**config.mk**
```make
export PLATFORM = sky130hd
export DESIGN_NAME = adder_tree_stream
export DESIGN_NICKNAME = d
export VERILOG_FILES = /design/src/rtl/adder_pkg.sv /design/src/rtl/adder_tree_level.sv /design/src/rtl/adder_tree_stream.sv
export SDC_FILE = /design/constraint.sdc
export NUM_CORES = 1
export LEC_CHECK = 0
export ABC_CLOCK_PERIOD_IN_PS = 1900
export CAP_MARGIN = 15
export CORE_MARGIN = 2
export CORE_UTILIZATION = 45
export DETAILED_ROUTE_END_ITERATION = 12
export PLACE_DENSITY = 0.76
export SYNTH_ARGS = -nofsm -noshare
export SYNTH_HDL_FRONTEND = slang
export SYNTH_SLANG_ARGS = --single-unit
```
**constraint.sdc**
```tcl
create_clock -name clk -period 1.9 [get_ports clk]
set_clock_uncertainty 0.05 [all_clocks]
set_input_delay 0.285 -clock clk [delete_from_list [all_inputs] [get_ports clk]]
set_output_delay 0.285 -clock clk [all_outputs]
set_load 0.03 [all_outputs]
```
**src/rtl/adder_pkg.sv**
```systemverilog
// Shared sizing helpers for the streaming adder tree.
package adder_pkg;

  function automatic int levels(input int num);
    return $clog2(num);
  endfunction

  function automatic int obits(input int bits, input int num, input int grow);
    return (grow != 0) ? bits + $clog2(num) : bits;
  endfunction

  // Node count entering tree level lvl; odd leftovers round up.
  function automatic int nodes_at(input int num, input int lvl);
    int n;
    n = num;
    for (int j = 0; j < lvl; j++) n = (n + 1) / 2;
    return n;
  endfunction

  function automatic longint unsigned sat_max(input int bits);
    return (64'd1 << bits) - 64'd1;
  endfunction

endpackage

```
**src/rtl/adder_tree_level.sv**
```systemverilog
// One tree level: pair adjacent nodes, add (grow, wrap or saturate), register with bubble-collapsing load.
module adder_tree_level import adder_pkg::*; #(
  parameter int IN_NODES = 4,
  parameter int IN_BITS  = 8,
  parameter int GROW     = 0,
  parameter int SAT      = 0,
  localparam int OUT_NODES = (IN_NODES + 1) / 2,
  localparam int OUT_BITS  = (GROW != 0) ? IN_BITS + 1 : IN_BITS
) (
  input  logic                          clk,
  input  logic                          rst,
  input  logic                          in_vld,
  input  logic [IN_NODES*IN_BITS-1:0]   in_data,
  input  logic [IN_NODES-1:0]           in_ovf,
  input  logic                          nxt_load,
  output logic                          load,
  output logic                          out_vld,
  output logic [OUT_NODES*OUT_BITS-1:0] out_data,
  output logic [OUT_NODES-1:0]          out_ovf
);

  logic [OUT_NODES*OUT_BITS-1:0] nd;
  logic [OUT_NODES-1:0]          no;

  for (genvar n = 0; n < OUT_NODES; n++) begin : g_node
    logic [IN_BITS-1:0] a;
    assign a = in_data[2*n*IN_BITS +: IN_BITS];

    if (2*n + 1 < IN_NODES) begin : g_pair
      logic [IN_BITS-1:0] b;
      logic [IN_BITS:0]   s;
      assign b = in_data[(2*n+1)*IN_BITS +: IN_BITS];
      assign s = {1'b0, a} + {1'b0, b};

      if (GROW != 0) begin : g_grow
        assign nd[n*OUT_BITS +: OUT_BITS] = s;
        assign no[n] = in_ovf[2*n] | in_ovf[2*n+1];
      end else begin : g_fix
        localparam logic [IN_BITS-1:0] SMAX = IN_BITS'(sat_max(IN_BITS));
        logic c_ovf;
        // Child overflow propagates so the root reports the true sum overflow.
        assign c_ovf = s[IN_BITS] | in_ovf[2*n] | in_ovf[2*n+1];
        assign no[n] = c_ovf;
        assign nd[n*OUT_BITS +: OUT_BITS] = ((SAT != 0) && c_ovf) ? SMAX : s[IN_BITS-1:0];
      end
    end else begin : g_pass
      assign nd[n*OUT_BITS +: OUT_BITS] = OUT_BITS'(a);
      assign no[n] = in_ovf[2*n];
    end
  end

  assign load = !out_vld || nxt_load;

  // Data only moves with a real beat, so bubbles never disturb a held result.
  always_ff @(posedge clk) begin
    if (rst) begin
      out_vld  <= 1'b0;
      out_data <= '0;
      out_ovf  <= '0;
    end else if (load) begin
      out_vld <= in_vld;
      if (in_vld) begin
        out_data <= nd;
        out_ovf  <= no;
      end
    end
  end

endmodule

```
**src/rtl/adder_tree_stream.sv**
```systemverilog
// Pipelined N-input unsigned adder tree with valid/ready flow control.
module adder_tree_stream import adder_pkg::*; #(
  parameter int BITS = 8,
  parameter int NUM  = 4,
  parameter int GROW = 0,
  parameter int SAT  = 0,
  localparam int OBITS = obits(BITS, NUM, GROW)
) (
  input  logic                 clk,
  input  logic                 rst,
  input  logic                 valid,
  output logic                 ready,
  input  logic [NUM*BITS-1:0]  i,
  output logic [OBITS-1:0]     o,
  output logic                 ovf,
  output logic                 valid_out,
  input  logic                 ready_out
);

  localparam int L = levels(NUM);

  logic [L:0] vld_pipe;
  logic [L:0] load;

  assign load[L]     = ready_out;
  assign ready       = load[0] && !rst;
  assign vld_pipe[0] = valid && ready;

  for (genvar lv = 0; lv < L; lv++) begin : g_lvl
    localparam int IN_NODES  = nodes_at(NUM, lv);
    localparam int IN_BITS   = (GROW != 0) ? BITS + lv : BITS;
    localparam int OUT_NODES = (IN_NODES + 1) / 2;
    localparam int OUT_BITS  = (GROW != 0) ? IN_BITS + 1 : IN_BITS;

    logic [IN_NODES*IN_BITS-1:0]   din;
    logic [IN_NODES-1:0]           din_ovf;
    logic [OUT_NODES*OUT_BITS-1:0] dout;
    logic [OUT_NODES-1:0]          dout_ovf;

    if (lv == 0) begin : g_src
      assign din     = i;
      assign din_ovf = '0;
    end else begin : g_chain
      assign din     = g_lvl[lv-1].dout;
      assign din_ovf = g_lvl[lv-1].dout_ovf;
    end

    adder_tree_level #(
      .IN_NODES (IN_NODES),
      .IN_BITS  (IN_BITS),
      .GROW     (GROW),
      .SAT      (SAT)
    ) u_lvl (
      .clk      (clk),
      .rst      (rst),
      .in_vld   (vld_pipe[lv]),
      .in_data  (din),
      .in_ovf   (din_ovf),
      .nxt_load (load[lv+1]),
      .load     (load[lv]),
      .out_vld  (vld_pipe[lv+1]),
      .out_data (dout),
      .out_ovf  (dout_ovf)
    );
  end

  // Outputs are forced quiet while rst is high so nothing leaks during reset.
  assign valid_out = vld_pipe[L] && !rst;
  assign o         = rst ? '0 : g_lvl[L-1].dout;
  assign ovf       = !rst && (GROW == 0) && g_lvl[L-1].dout_ovf[0];

endmodule

```
==> key figures, run 1 <==
CTS
  • CTS tree: built
  • Clock network latency to the later pin of the worst-skew pair: 270 ps
  • Number of clock sinks: 29
  • Number of buffers inserted during clock tree synthesis: 5
  • Depth of the CTS H-tree: 2
  • Maximum root-to-sink buffer count: 2
  • Clock Root Buffer: clkbuf_8
  • Clock-pin transition on the worst setup and hold timing paths: 60 ps

Layout
  • Final-stage net count: 348
  • Sequential cell area: 583 um^2
  • Fin cells: 338
  • Number of diodes added for antenna fixing: 0
  • P&R area growth vs syn: 42.5%
  • # fillers: 359
  • Finished layout cell area: 0.00280 mm^2
  • Ratio of cells with drive above 1 in the final layout: 22.0%
  • Area used by multi-input combinational logic: 0.00141 mm^2

STA
  • Pin slew with the least headroom to its limit: 349 ps
  • Number of hold violations in the final report: 0
  • RSZ-0062 raised after global routing: true
  • Fin. max-slew vios: 0
  • Total setup violations reported at the end of the flow: 0
  • Rel. slew slack: 76.7%
  • Share of the cycle needed by the critical path after routing: 94.7%
  • Peak Freq: 556 MHz
  • Time the worst path needs with I/O delays and setup: 1800 ps

Floorplanning
  • Full die area: 0.00491 mm^2
  • Initial core utilization: 46.1%
  • Chip Width: 70.1 um
  • Boundary pin count: 47
  • Std-Cell Core Area: 0.00426 mm^2
  • Chip height: 70.1 um
  • Cell Rows: 24

Critical path
  • Biggest fanout along the worst timing path: 2
  • CP max-delay cell: fa_2
  • Flop2flop setup slack: 100 ps
  • Number of buffers and inverters on the critical path: 0
  • Critical path class: flip-flop to flip-flop
  • Chain of cells forming the critical path: ha_4 > fa_2 > a211oi_4 > o21ai_1 > and3_1 > o31ai_2 > and2b_1
  • Setup crit end kind: flip-flop
  • Crit-path leading delay family: adder cells
  • Startpoint class of the critical path: flip-flop
  • Slowest Stage Delay on Critical Path: 360 ps
  • Critical register-to-register path startpoint: g_lvl[0].u_lvl.out_data[8]$_SDFFE_PP0P_
  • Crit Reg-Reg Endpoint: g_lvl[1].u_lvl.out_data[6]$_SDFFE_PP0P_
  • Worst r2r path cells: 7
  • Worst endpoint required time: 2070 ps
  • Worst endpoint data arrival time: 1970 ps

Logic synthesis
  • Library cell occupying the most area in the post-synthesis netlist: dfxtp_1
  • Post-synth EDFFs: 0
  • Library cells used by synthesis: 38
  • Share of the synthesized area in the top cell type: 29.6%
  • Fraction of registers with async set/reset: 0%
  • Post-synthesis cell count: 217
  • Primary flip-flop cell chosen by synthesis mapping: dfxtp_1
  • Synth Net Count: 280
  • Share of the yosys chip area belonging to registers: 29.6%
  • Flops & latches, synth: 29
  • Area of the mapped netlist: 0.00196 mm^2
  • Warning count from the yosys run: 0
  • Area contributors post-synth: dfxtp_1 30%, ha_1 15%, nand3b_1 7.3%
  • Mean cell area of the mapped netlist: 9.05 um^2

Placement
  • Detailed-placement wirelength estimate: 3.27 mm
  • Final weighted congestion in routability-driven placement: 0.795
  • Number of instances in the placed design: 328
  • Count of input and output buffers: 46
  • Dpl cell area: 0.00259 mm^2

Run status
  • Result of the run: complete, no violations

Drt
  • Average wire length per cell after detail routing: 12.8 um
  • Total number of vias: 1797
  • Total routed wirelength: 4.31 mm
  • Post-detailed-route via-to-cell ratio: 5.32
  • DR iter-0 viols: 41
  • Number of nets with antenna violations after detailed routing: 0
  • Drt first pass iters: 4
  • Number of remaining DRC errors: 0

Power
  • Power Total: 0.00190 W
  • Leakage power of the design: 1.23 nW
  • Worst ir drop on vdd: 0.422 mV
  • Power density over cell area: 677 mW/mm^2

Global routing
  • Initial antenna violation count: 0
  • Largest net degree at the start of global routing: 37
  • Vias in the first global route: 1740
  • First-pass GRT wire length: 7.13 mm
  • Global route total overflow: 0
  • Total Routing Usage GR: 17.7%

Hold path
  • Count of cells along the worst hold path: 4
  • Min-Delay Endpoint: g_lvl[0].u_lvl.out_data[0]$_SDFFE_PP0P_
  • Worst Min Path Start: i[0]
  • Path category of the worst min-delay check: input port to flip-flop

Run
  • Number of violations of the max-capacitance limit: 0
## tightest hold or removal path: cells and delay by family
kind / cells / cell delay, ps
adders and majority gates: 1 / 130
AOI/OAI and AO/OA: 1 / 100
buffers and inverters: 2 / 150
## routing by layer
metal	track usage [%]	vias to the layer above	wire length [um]
li1	-	937	-
met3	4.62	5	194
met5	0	-	0
met2	31.1	42	2150
met1	20.8	813	1920
met4	6.20	0	48
## state kept, by name, indices dropped and copies added (netlist names)
register and cells:
g_lvl.u_lvl.out_vld 2, g_lvl.u_lvl.out_data 24, g_lvl.u_lvl.out_ovf 3
## cells by family (layout without fill, tap and decap cells)
logic type	Yosys count	count (layout)	synth area share, %
AO/OA/AOI/OAI	75	75	24.8
AND/OR/NAND/NOR	59	59	18.0
flip-flops	29	29	29.6
adder cells (fa/ha/maj)	27	27	18.3
XOR/XNOR	15	15	6.69
buffers and inverters	12	81	2.55
## cell usage after synthesis (5+ instances only)
master / number
ha_1: 24
inv_1: 5
nand2_1: 7
nor2_1: 11
nor2b_1: 11
dfxtp_1: 29
nand3b_1: 19
xnor2_1: 6
o21ai_1: 24
xor2_1: 9
a21o_1: 7
a21oi_1: 14
## worst max-delay path by stage
stage	startpoint	to	slack (ps)	cells after the start
finish	g_lvl[0].u_lvl.out_data[8]$_SDFFE_PP0P_	g_lvl[1].u_lvl.out_data[6]$_SDFFE_PP0P_	100	7
global route	g_lvl[0].u_lvl.out_data[8]$_SDFFE_PP0P_	g_lvl[1].u_lvl.out_data[6]$_SDFFE_PP0P_	-8	7
CTS	i[0]	g_lvl[0].u_lvl.out_ovf[0]$_SDFFE_PP0P_	5	8
detailed placement	i[0]	g_lvl[0].u_lvl.out_ovf[0]$_SDFFE_PP0P_	-450	8
global placement	i[0]	g_lvl[0].u_lvl.out_ovf[0]$_SDFFE_PP0P_	-430	8
floorplan	i[0]	g_lvl[0].u_lvl.out_ovf[0]$_SDFFE_PP0P_	20	7
## power breakdown
group / internal, W / switching (W)
Combinational: 0.000330 / 0.000303
Sequential: 0.000674 / 0.0000413
Clock: 0.000326 / 0.000221
Total: 0.00133 / 0.000566
## timing repair
| item | in CTS | in global routing |
|---|---|---|
| resized for setup | 8 | 15 |
| hold buffers | 0 | 0 |
| pin swaps | 5 | 13 |
| endpoints found under the hold margin | 0 | 0 |
| buffers inserted | 0 | 2 |
| endpoints found under the setup margin | 9 | 10 |
| cloned | 0 | 0 |
## final cells by class
| type | count | share of cell area, % |
|---|---|---|
| clock buffers | 7 | 3.44 |
| clock inverters | 1 | 0.179 |
| inverters | 5 | 0.670 |
| multi-input cells | 176 | 50.3 |
| flip-flops and latches | 29 | 20.8 |
| well taps | 52 | 2.32 |
| repair buffers | 68 | 22.3 |
## per-stage QoR
stage / worst slack (ps) / hold slack (ps) / setup TNS, ps / utilization (%)
detailed placement: -450 / 406 / -3030 / 60.8
global route: -8.01 / 412 / -8.01 / 65.7
global placement: -433 / 387 / -2630 / 60.8
floorplan: 17.3 / 352 / 0 / -
finish: 101 / 374 / 0 / 65.7
CTS: 5.00 / 414 / 0 / 63.8
## placed cells by master (no fill, tap or decap), drive strengths merged, types with 9 or more instances in the layout
master / netlist / final
a21oi: 15 / 15
buf: 4 / 33
clkdlybuf4s50: 0 / 30
dfxtp: 29 / 29
ha: 24 / 24
nand3b: 19 / 19
nor2: 11 / 11
nor2b: 12 / 12
o21ai: 28 / 28
xor2: 9 / 9
No activity file was read; power rests on OpenSTA's default activity.
==> run 2, diff against run 1 <==
--- a/config.mk
+++ b/config.mk
@@ -5,12 +5,12 @@
 export SDC_FILE = /design/constraint.sdc
 export NUM_CORES = 1
 export LEC_CHECK = 0
-export ABC_CLOCK_PERIOD_IN_PS = 1900
+export ABC_CLOCK_PERIOD_IN_PS = 2000
 export CAP_MARGIN = 15
 export CORE_MARGIN = 2
-export CORE_UTILIZATION = 45
+export CORE_UTILIZATION = 40
 export DETAILED_ROUTE_END_ITERATION = 12
-export PLACE_DENSITY = 0.76
+export PLACE_DENSITY = 0.67
 export SYNTH_ARGS = -nofsm -noshare
 export SYNTH_HDL_FRONTEND = slang
 export SYNTH_SLANG_ARGS = --single-unit
==> constraint.sdc (replaced) <==
create_clock -name clk -period 2 [get_ports clk]
set_clock_uncertainty 0.05 [all_clocks]
set_input_delay 0.3 -clock clk [delete_from_list [all_inputs] [get_ports clk]]
set_output_delay 0.3 -clock clk [all_outputs]
set_load 0.03 [all_outputs]
==> run 2 against run 1 <==
  * Worst hold slack better by 21 ps
  * Non-clock buffer count shrank 5
  * Total power is 7.6% lower
  * Via count shrank 3.3%
  * Routed wire length decreased by 9.8%
  * Setup slack lost 14 ps
  * Largest power group unchanged
==> key figures, run 2 (synthesis results as in run 1) <==
Run status
  • Result of the run: complete, no violations

Critical path
  • Worst endpoint data arrival time: 2020 ps
  • Slowest Stage Delay on Critical Path: 460 ps
  • Startpoint class of the critical path: input port
  • Critical path class: input port to flip-flop
  • Setup crit end kind: flip-flop
  • Biggest fanout along the worst timing path: 2
  • Chain of cells forming the critical path: clkdlybuf4s50_1 > ha_1 > a211oi_1 > o21bai_1 > a21oi_1 > xor2_1 > o21ai_1
  • Worst endpoint required time: 2110 ps
  • Crit-path leading delay family: compound AO/OA/AOI/OAI gates
  • Number of buffers and inverters on the critical path: 1
  • CP max-delay cell: clkdlybuf4s50_1

STA
  • Hold Slack: 395 ps
  • Number of hold violations in the final report: 0
  • Pin slew with the least headroom to its limit: 388 ps
  • Time the worst path needs with I/O delays and setup: 1910 ps
  • Total setup violations reported at the end of the flow: 0
  • Total negative slack: 0 ps
  • Fin. max-slew vios: 0
  • Share of the cycle needed by the critical path after routing: 95.7%
  • Rel. slew slack: 74.0%
  • RSZ-0062 raised after global routing: false
  • Peak Freq: 523 MHz

CTS
  • Clock network latency to the later pin of the worst-skew pair: 280 ps
  • Number of clock sinks: 29
  • Number of buffers inserted during clock tree synthesis: 5
  • Maximum root-to-sink buffer count: 2
  • Number of setup buffers added after CTS: 0
  • Number of buffers inserted by hold repair at cts: 0
  • Clock-pin transition on the worst setup and hold timing paths: 60 ps
  • Depth of the CTS H-tree: 2
  • Clock Root Buffer: clkbuf_8
  • CTS tree: built

Global routing
  • Met2 usage in global routing: 25.1%
  • First-pass GRT wire length: 6.67 mm
  • Layer carrying the most global-route usage: met2
  • Vias in the first global route: 1547
  • Global route total overflow: 0
  • GR Util met1: 20.4%
  • Largest net degree at the start of global routing: 37
  • Total Routing Usage GR: 15.5%
  • Met3 usage: 3.25%
  • Initial antenna violation count: 0

Layout
  • Ratio of cells with drive above 1 in the final layout: 17.8%
  • Register with the most flip-flops: g_lvl.u_lvl.out_data
  • # fillers: 439
  • Final-stage net count: 343
  • P&R area growth vs syn: 37.6%
  • Largest register FFs: 24
  • Number of diodes added for antenna fixing: 0
  • Leading cell types in the layout, fill and taps excluded: 35 x clkdlybuf4s50_1, 29 x dfxtp_1, 28 x buf_4, 24 x o21ai_1, 23 x ha_1
  • Largest regs: g_lvl.u_lvl.out_data (24), g_lvl.u_lvl.out_ovf (3), g_lvl.u_lvl.out_vld (2)
  • Most common cell after layout, fill and taps aside: clkdlybuf4s50_1

Power
  • Power density over cell area: 648 mW/mm^2
  • Part of the total power dissipated in sequential elements: 38.5%
  • Leakage power of the design: 1.15 nW
  • Switching share of power: 29.2%
  • Internal portion of total power: 0.00124 W
  • Part of the total power dissipated in the clock network: 29.8%
  • Worst ir drop on vdd: 0.270 mV
  • Combinational fraction of design power: 31.7%
  • Total net switching power: 0.000511 W

Drt
  • Number of remaining DRC errors: 0
  • Post-detailed-route via-to-cell ratio: 4.99
  • Drt first pass iters: 4
  • Number of nets with antenna violations after detailed routing: 0
  • Total number of vias: 1738
  • Average wire length per cell after detail routing: 11.2 um
  • Total routed wirelength: 3.89 mm
  • DR iter-0 viols: 59

Floorplanning
  • Full die area: 0.00549 mm^2
  • Chip Width: 74.1 um
  • Initial core utilization: 41.6%
  • Chip height: 74.1 um
  • Boundary pin count: 47
  • Cell Rows: 25
  • Std-Cell Core Area: 0.00472 mm^2

Placement
  • Count of input and output buffers: 46
  • Final weighted congestion in routability-driven placement: 0.800
  • Detailed-placement wirelength estimate: 3.08 mm

Run
  • Number of violations of the max-capacitance limit: 0

Hold path
  • Path category of the worst min-delay check: flip-flop to flip-flop
==> run 2: cell count changes in the layout (fill, tap and decap cells not counted), moves of 2 or more <==
cell / before / now
dfxtp_1: 27 / 29
ha_1: 21 / 23
dlymetal6s2s_1: 5 / 0
ha_4: 2 / 0
clkdlybuf4s50_1: 30 / 35
buf_4: 32 / 28
dfxtp_2: 2 / 0
==> run 2: repair_timing <==
action                                  in CTS  in global routing
gates cloned                                 0                  0
gates resized for setup                      2                  5
endpoints found under the setup margin       2                  8
pin swaps                                    0                  6
==> run 2: per-layer routing <==
| layer | share of wire, % | vias up |
|---|---|---|
| met3 | 3.4 | 5 |
| met2 | 46 | 31 |
| met5 | 0 | - |
| li1 | - | 928 |
| met4 | 1.1 | 0 |
| met1 | 49 | 774 |
==> run 2: cell type report <==
| cell class | instances | area, um^2 | area share [%] |
|---|---|---|---|
| clock buffer | 7 | 96.3 | 3.56 |
| clock inverter | 1 | 5.00 | 0.185 |
| sequential | 29 | 581 | 21.5 |
| multi-input combinational | 176 | 1360 | 50.2 |
| tap | 67 | 83.8 | 3.10 |
| inverter | 5 | 18.8 | 0.694 |
| timing repair buffer | 63 | 561 | 20.7 |
==> run 2: tightest hold or removal path: cells and delay by family, from the launching register on <==
family | cells | cell delay, ps
AOI/OAI and AO/OA | 1 | 50
DFF | 1 | 300
and+or+nand+nor | 1 | 50
==> run 2: power groups by stage <==
| stage | sequential, W | clock, W | combinational, W |
|---|---|---|---|
| 4_1_cts | 0.000675 | 0.000534 | 0.000552 |
| 3_5_place_dp | 0.000688 | 0 | 0.000546 |
| 3_3_place_gp | 0.000687 | 0 | 0.000543 |
| 6_report | 0.000675 | 0.000522 | 0.000555 |
| 2_1_floorplan | 0.000675 | 0 | 0.000368 |
| 5_1_grt | 0.000683 | 0.000562 | 0.000625 |
==> run 2: path summary, 6_finish.rpt <==
path	from	endpoint	slack, ps	depth (start not counted)
hold / removal	g_lvl[1].u_lvl.out_data[4]$_SDFFE_PP0P_	g_lvl[1].u_lvl.out_data[4]$_SDFFE_PP0P_	390	2
setup reg to reg	g_lvl[0].u_lvl.out_data[8]$_SDFFE_PP0P_	g_lvl[1].u_lvl.out_data[6]$_SDFFE_PP0P_	170	7
hold reg to reg	g_lvl[1].u_lvl.out_data[4]$_SDFFE_PP0P_	g_lvl[1].u_lvl.out_data[4]$_SDFFE_PP0P_	390	2
setup / recovery	i[1]	g_lvl[0].u_lvl.out_data[5]$_SDFFE_PP0P_	90	7
==> run 2: per-stage QoR <==
step                setup slack, ps  util, %  instance area [um^2]  power, W  std cells
finish                         86.7     57.2                  2700   0.00175        348
global route                   2.21     57.2                  2700   0.00187        348
floorplan                       102        -                  1960   0.00104        217
CTS                           0.872     56.9                  2690   0.00176        348
detailed placement             -354     54.6                  2580   0.00123        340
global placement               -344     54.6                  2580   0.00123        340
